--- src/rtl/id_regfile_decode_pkg.sv ---
// ----------------------------------------------------------------------------
// id_regfile_decode_pkg
//   Constants shared by the register file, the field decoders and the
//   top-level wrapper: register count, register address width, default data
//   width and the one-hot widths of the 5-bit and 6-bit decoders.
// ----------------------------------------------------------------------------
package id_regfile_decode_pkg;

    localparam int REG_NUM        = 32;  // architectural registers
    localparam int REG_AW         = 5;   // register index width
    localparam int DATA_W_DEFAULT = 32;  // default register width
    localparam int ONEHOT5_W      = 32;  // one-hot width of a 5-bit field
    localparam int ONEHOT6_W      = 64;  // one-hot width of a 6-bit field

endpackage : id_regfile_decode_pkg

--- src/rtl/id_regfile_decode_decoders.sv ---
// ----------------------------------------------------------------------------
// decoder_5_32 / decoder_6_64
//   Purely combinational binary-to-one-hot decoders for the register index
//   fields (rs, rt) and the instruction fields (opcode, func). Exactly one
//   output bit is set for every input value.
//
//   Ports (both modules):
//     code    in   5 / 6 bits   binary field value
//     onehot  out  32 / 64 bits onehot[i] = (code == i)
// ----------------------------------------------------------------------------
module decoder_5_32
    import id_regfile_decode_pkg::*;
(
    input  logic [REG_AW-1:0]    code,
    output logic [ONEHOT5_W-1:0] onehot
);

    assign onehot = ONEHOT5_W'(1) << code;

endmodule : decoder_5_32

module decoder_6_64
    import id_regfile_decode_pkg::*;
(
    input  logic [5:0]           code,
    output logic [ONEHOT6_W-1:0] onehot
);

    assign onehot = ONEHOT6_W'(1) << code;

endmodule : decoder_6_64

--- src/rtl/id_regfile_decode_regfile.sv ---
// ----------------------------------------------------------------------------
// regfile
//   32 x DATA_W register file, one synchronous write port, two combinational
//   read ports. Register ZERO_REG is hardwired to zero: writes to it are
//   dropped and reads of it always return 0.
//
//   Optional feature (macro REGFILE_BYPASS_EN): a read port addressing the
//   register being written this cycle returns wdata directly (write-through).
//   Without the macro, reads return stored contents only, so the new value
//   becomes visible one cycle after the write.
//
//   Ports:
//     clk            in   1        rising-edge clock
//     rst            in   1        synchronous active-high reset, clears all
//     we             in   1        write enable
//     waddr / wdata  in   5 / W    write index / data
//     raddr1/raddr2  in   5        read indices
//     rdata1/rdata2  out  W        read data (zero-cycle latency)
// ----------------------------------------------------------------------------
module regfile
    import id_regfile_decode_pkg::*;
#(
    parameter int DATA_W   = DATA_W_DEFAULT,
    parameter int ZERO_REG = 0
) (
    input  logic              clk,
    input  logic              rst,
    input  logic              we,
    input  logic [REG_AW-1:0] waddr,
    input  logic [DATA_W-1:0] wdata,
    input  logic [REG_AW-1:0] raddr1,
    output logic [DATA_W-1:0] rdata1,
    input  logic [REG_AW-1:0] raddr2,
    output logic [DATA_W-1:0] rdata2
);

    localparam logic [REG_AW-1:0] ZERO_IDX = REG_AW'(ZERO_REG);

    logic [DATA_W-1:0] mem [REG_NUM];

    // NOTE: the array is cleared on reset because the architecture requires
    // all registers to read 0 afterwards; this forces flops rather than a RAM
    // macro, which is acceptable at 32 entries. Non-blocking assignments keep
    // every register update on the same edge regardless of statement order.
    always_ff @(posedge clk) begin
        if (rst) begin
            for (int i = 0; i < REG_NUM; i++) begin
                mem[i] <= '0;
            end
        end else if (we && (waddr != ZERO_IDX)) begin
            mem[waddr] <= wdata;
        end
    end

    // Reads of ZERO_IDX are masked as well, so the zero register holds even
    // before the first reset has cleared the array.
`ifdef REGFILE_BYPASS_EN
    logic wr_active;
    assign wr_active = we && !rst && (waddr != ZERO_IDX);

    assign rdata1 = (raddr1 == ZERO_IDX)              ? '0    :
                    (wr_active && (raddr1 == waddr))  ? wdata : mem[raddr1];
    assign rdata2 = (raddr2 == ZERO_IDX)              ? '0    :
                    (wr_active && (raddr2 == waddr))  ? wdata : mem[raddr2];
`else
    assign rdata1 = (raddr1 == ZERO_IDX) ? '0 : mem[raddr1];
    assign rdata2 = (raddr2 == ZERO_IDX) ? '0 : mem[raddr2];
`endif

endmodule : regfile

--- src/rtl/id_regfile_decode.sv ---
// ----------------------------------------------------------------------------
// id_regfile_decode
//   Instruction-decode slice: the general-purpose register file plus one-hot
//   decoders for opcode, func, rs (raddr1) and rt (raddr2). The decoders are
//   purely combinational and independent of rst and we.
//
//   Optional feature: define REGFILE_BYPASS_EN for same-cycle write-through
//   on the read ports (see regfile).
//
//   Ports:
//     clk, rst              in   1      clock, synchronous active-high reset
//     we, waddr, wdata      in   1/5/W  register write port
//     raddr1 / rdata1       in/out      read port 1 (rs field)
//     raddr2 / rdata2       in/out      read port 2 (rt field)
//     opcode, func          in   6      instruction bits [31:26] / [5:0]
//     op_d, func_d          out  64     one-hot opcode / func
//     rs_d, rt_d            out  32     one-hot raddr1 / raddr2
// ----------------------------------------------------------------------------
module id_regfile_decode
    import id_regfile_decode_pkg::*;
#(
    parameter int DATA_W   = DATA_W_DEFAULT,
    parameter int ZERO_REG = 0
) (
    input  logic                 clk,
    input  logic                 rst,
    input  logic                 we,
    input  logic [REG_AW-1:0]    waddr,
    input  logic [DATA_W-1:0]    wdata,
    input  logic [REG_AW-1:0]    raddr1,
    output logic [DATA_W-1:0]    rdata1,
    input  logic [REG_AW-1:0]    raddr2,
    output logic [DATA_W-1:0]    rdata2,
    input  logic [5:0]           opcode,
    input  logic [5:0]           func,
    output logic [ONEHOT6_W-1:0] op_d,
    output logic [ONEHOT6_W-1:0] func_d,
    output logic [ONEHOT5_W-1:0] rs_d,
    output logic [ONEHOT5_W-1:0] rt_d
);

    regfile #(
        .DATA_W   (DATA_W),
        .ZERO_REG (ZERO_REG)
    ) u_regfile (
        .clk    (clk),
        .rst    (rst),
        .we     (we),
        .waddr  (waddr),
        .wdata  (wdata),
        .raddr1 (raddr1),
        .rdata1 (rdata1),
        .raddr2 (raddr2),
        .rdata2 (rdata2)
    );

    decoder_6_64 u_op_dec   (.code(opcode), .onehot(op_d));
    decoder_6_64 u_func_dec (.code(func),   .onehot(func_d));
    decoder_5_32 u_rs_dec   (.code(raddr1), .onehot(rs_d));
    decoder_5_32 u_rt_dec   (.code(raddr2), .onehot(rt_d));

endmodule : id_regfile_decode

--- config.mk ---
export PLATFORM = sky130hd
export DESIGN_NAME = id_regfile_decode
export DESIGN_NICKNAME = d
export VERILOG_FILES = /design/src/rtl/id_regfile_decode_pkg.sv /design/src/rtl/id_regfile_decode_decoders.sv /design/src/rtl/id_regfile_decode_regfile.sv /design/src/rtl/id_regfile_decode.sv
export SDC_FILE = /design/constraint.sdc
export NUM_CORES = 2
export LEC_CHECK = 0
export BUFFER_PORTS_ARGS = -buffer_cell sky130_fd_sc_hd__buf_2
export CAP_MARGIN = 5
export CORE_MARGIN = 2
export CORE_UTILIZATION = 67
export DETAILED_ROUTE_END_ITERATION = 8
export PLACE_DENSITY = 0.92
export SYNTH_ARGS = -nofsm -noshare
export SYNTH_HDL_FRONTEND = slang
export SYNTH_SLANG_ARGS = --single-unit
export TNS_END_PERCENT = 100
--- constraint.sdc ---
create_clock -name clk -period 5.2 [get_ports clk]
set_input_delay 0.52 -clock clk [delete_from_list [all_inputs] [get_ports clk]]
set_output_delay 0.52 -clock clk [all_outputs]
set_load 0.01 [all_outputs]
# Yosys cells after proc, flatten, opt, wreduce, memory -nomap -nowiden

Memory sizes are Yosys's and may differ from the RTL's.
Index checks and enable logic that the tools add are counted.

Bits of input ports: 62
Output and inout port bits: 256
RAM bits: 1,024
Memories kept: 1
Register bits: 0
Logic and storage cells: 20

Muxes and demuxes: 10
Reductions and logical operators: 5
Shifts and indexed selects: 4

Memory list:

| memory        | depth | width | rd ports | clocked after Yosys merged registers in | wr ports | line                            | text |
|---|---|---|---|---|---|---|---|
| u_regfile.mem | 32    | 32    | 2        | 0                                       | 32       | id_regfile_decode_regfile.sv:39 | `logic [DATA_W-1:0] mem [REG_NUM];` |

Operators with widths:

| operator               | number |
|---|---|
| $shl A1 B6 Y64 const A | 2 |
| $mux W32               | 3 |
| $shl A1 B5 Y32 const A | 2 |
| $reduce_or A32 Y1      | 1 |
| $logic_not A5 Y1       | 2 |
| $mux W1                | 6 |
| $mux W5                | 1 |
| $reduce_bool A5 Y1     | 1 |
| $logic_and A1 B1 Y1    | 1 |

# Longest topological paths before layout

Depth in word-level cells: 7
Depth in mapped cells: 9
Gate-level depth less buffers: 5

# By module

From an unflattened synthesis, not the netlist that was laid out.

Cells, all modules: 3,786
Area total of the unflattened synthesis: 55,644.6 um^2

By module, submodules not included:

| module       | cells an instance | seq. area each (um^2) | times used | area each (um^2) |
|---|---|---|---|---|
| regfile      | 3,502             | 30,749.5              | 1          | 54,253.3 |
| decoder_6_64 | 95                | 0.0                   | 2          | 481.7 |
| decoder_5_32 | 47                | 0.0                   | 2          | 214.0 |

# Worst setup path before layout

No wires, ideal clock.

Path kind: input port to output port
From: input raddr1[0]
To: output rdata1[21]
Data arrival time: 1,911 ps
Slack: 2,769 ps
Data required time: 4,680 ps
Cell stages on the path: 6
Buffers on the path: 3
Cell sequence: buf_6 -> buf_6 -> buf_2 -> mux4_2 -> a22oi_1 -> o211ai_1

Word-level cells in the longest chain between the ends: 2

RTL lines:

| element                                                    | line                            | text |
|---|---|---|
| start, declared                                            | id_regfile_decode.sv:30         | `input logic [REG_AW-1:0] raddr1,` |
| $mem_v2 Z32 W32 / $logic_not A5 Y1 (equally long branches) | -                               |  |
| $mux W32 (*)                                               | id_regfile_decode_regfile.sv:66 | `assign rdata1 = (raddr1 == ZERO_IDX) ? '0 : mem[raddr1];` |
| end, declared                                              | id_regfile_decode.sv:31         | `output logic [DATA_W-1:0] rdata1,` |

Every way passes the cells marked *; elsewhere a longest branch is shown, timed or not.

# Worst setup path after layout

From: input raddr1[0]
To: output rdata1[27]

Same word-level chain as after synthesis.

==> flow_summary.ini <==
[outcome]
status = complete, but fails checks
violations = DRC

[global_route]
grt_max_degree = 118
grt_pass1_vias = 42648
grt_pass1_wl_um = 285600
antenna_found_initial = 20
overflow = 0
grt_use_total = 0.4686

[sta]
final_hold_viol_count = 0
period_share = 0.8875
max_freq_mhz = 216.7
rsz0062_at_grt = no
min_period_ns = 4.615
worst_pin_slew_ns = 1.390
setup_viol = 0
fin_tns_setup_ns = 0
max-slew-margin-rel = 0.07300
setup_ws_ns = 0.5849
drv_slew = 0

[cells_and_area]
area_delta_synth_final_pct = 9.609
fin_util = 0.7447
final_cells = 5483
finalNetCount = 4372
largest_reg_flops = 1023
final_common_cell = edfxtp_1
largest_registers = u_regfile.mem (1023)
drive_gt1_frac = 0.2473
largest-register = u_regfile.mem
mostFrequentLayoutCells = edfxtp_1 (1023), and2_1 (993), mux4_2 (334)

[placement]
dp.cells = 5276
io_buffers = 317
gp_congestion = 0.9932
dpl.hpwl_um = 120000
dp_slack_ns = 0.7602

[yosys]
yosysWarnings = 0
synthArstFlopShare = 0
syn_avg_cell_area_um2 = 13.47
netlist_instances = 4156
synth_area_mm2 = 0.05597
synth_seq_cells = 1023
synthFlopType = edfxtp_1
yosysUniqueCellTypes = 74
synth_edf_count = 1023
yosysSeqAreaShare = 0.5489

[floorplanning]
start_util = 0.6794
pin_count = 318
die_y_um = 293.0
num_rows = 105
die_w_um = 293.0
dieArea_mm2 = 0.08586
core_mm2 = 0.08237

[clock_tree]
ctsHoldBuffers = 0
tritoncts.num_buffers = 102
cts.clk_slew.worst_paths_ns = 0.06
cts_max_level = 3
cts.sinks = 1023
postCtsResizedCells = 0
clockRootBuffer = clkbuf_16
cts_tree = yes
post-cts-setup-buffers = 0
cts_buffer_depth = 3

[setup_path]
path_delay_family = buffers and inverters
critPathBufInv = 3
required_ns = 4.68
path_cells = buf_8 > buf_4 > mux4_2 > a22oi_1 > o211ai_1 > buf_2
cp-start-kind = primary input
cpPeakStageDelay_ns = 0.71
arrival_ns = 4.10
worstPathMaxFanout = 77
path_class = in -> out
crit_slowest_cell = a22oi_1
endpoint_kind = output port

[routing]
ant_nets = 0
routedWlPerCell_um = 37.12
vias_per_cell = 7.948
totalWireLength_um = 203500
dr.pass1.iters = 9
drcViolationCount = 6
drt_iter0_drc = 9739
dr_total_vias = 43578

[worst_hold_path]
holdPathEnd = u_regfile.mem[11][15]
hold_path_class = in -> reg
hp-start = wdata[15]
holdPathStages = 2

[pwr]
finalPower_mw = 19.93
powerDensity_mw_per_mm2 = 324.9
ir_drop_mv = 0.3106
power.leakage_nw = 22.01

[flow_run]
maxCapViolations = 0
## area by class of cell
| type | count | area [um2] |
|---|---|---|
| clock inverter | 63 | 621.8 |
| tap | 1070 | 1339 |
| fill | 4660 | 21030 |
| timing repair buffer | 450 | 2703 |
| inverter | 4 | 15.01 |
| multi-input combinational | 2729 | 23190 |
| antenna | 18 | 45.04 |
| sequential | 1023 | 30720 |
| clock buffer | 126 | 2706 |
## power by group
part / leakage (nW) / internal (mW) / switching [mW] / total [mW]
clock network: 1.62 / 4.28 / 3.27 / 7.55
logic: 10.6 / 0.902 / 1.66 / 2.56
registers: 9.74 / 9.54 / 0.279 / 9.82
total: 22.0 / 14.7 / 5.21 / 19.9
## cell usage after synthesis, types with 34 or more instances
| master | count | area share |
|---|---|---|
| nor2_1 | 230 | 0.015 |
| buf_2 | 70 | 0.0063 |
| nand2_1 | 84 | 0.0056 |
| nor2b_1 | 43 | 0.0048 |
| o211ai_1 | 73 | 0.0098 |
| or2_2 | 48 | 0.0054 |
| mux2_2 | 65 | 0.013 |
| mux2i_1 | 197 | 0.035 |
| mux4_2 | 334 | 0.13 |
| and2_1 | 993 | 0.11 |
| nor3_1 | 66 | 0.0059 |
| a21oi_1 | 66 | 0.0059 |
| a22oi_1 | 85 | 0.011 |
| buf_4 | 62 | 0.0083 |
| buf_6 | 34 | 0.0068 |
| o22ai_1 | 105 | 0.012 |
| clkbuf_1 | 234 | 0.016 |
| edfxtp_1 | 1023 | 0.55 |
## worst max path at each step
| stage | from | slack (ns) | endpoint | cells past startpoint |
|---|---|---|---|---|
| floorplan | raddr1[0] | 2.77 | rdata1[21] | 6 |
| global placement | raddr1[0] | 0.83 | rdata1[27] | 6 |
| detailed placement | raddr1[0] | 0.76 | rdata1[27] | 6 |
| CTS | raddr1[0] | 0.73 | rdata1[27] | 6 |
| global route | raddr1[0] | 0.64 | rdata1[23] | 7 |
| finish | raddr1[0] | 0.58 | rdata1[27] | 6 |
## cells by family (layout without fill, tap and decap cells)
logic type | Yosys count | after routing | share of synthesized area
simple gates | 1563 | 1563 | 0.1595
mux | 598 | 598 | 0.1837
compound gates | 537 | 537 | 0.06716
other cells | 1 | 49 | 0.00006700
flops | 1023 | 1023 | 0.5489
buf+inv | 434 | 643 | 0.04071
## metrics by stage
stage / area (um2) / hold WS, ns
finish: 61340 / 0.4311
global route: 61310 / 0.4367
CTS: 61300 / 0.4245
detailed placement: 57970 / 1.137
global placement: 57970 / 1.132
floorplan: 56080 / 0.7182
## per-layer routing
metal	vias to the layer above	GRT usage	share of wire
met5	-	0.01191	0.0012
met4	16	0.3780	0.11
met3	1602	0.2236	0.19
met2	5580	0.6631	0.41
met1	20399	0.5449	0.28
li1	15981	-	-
No activity file was read; power rests on OpenSTA's default activity.
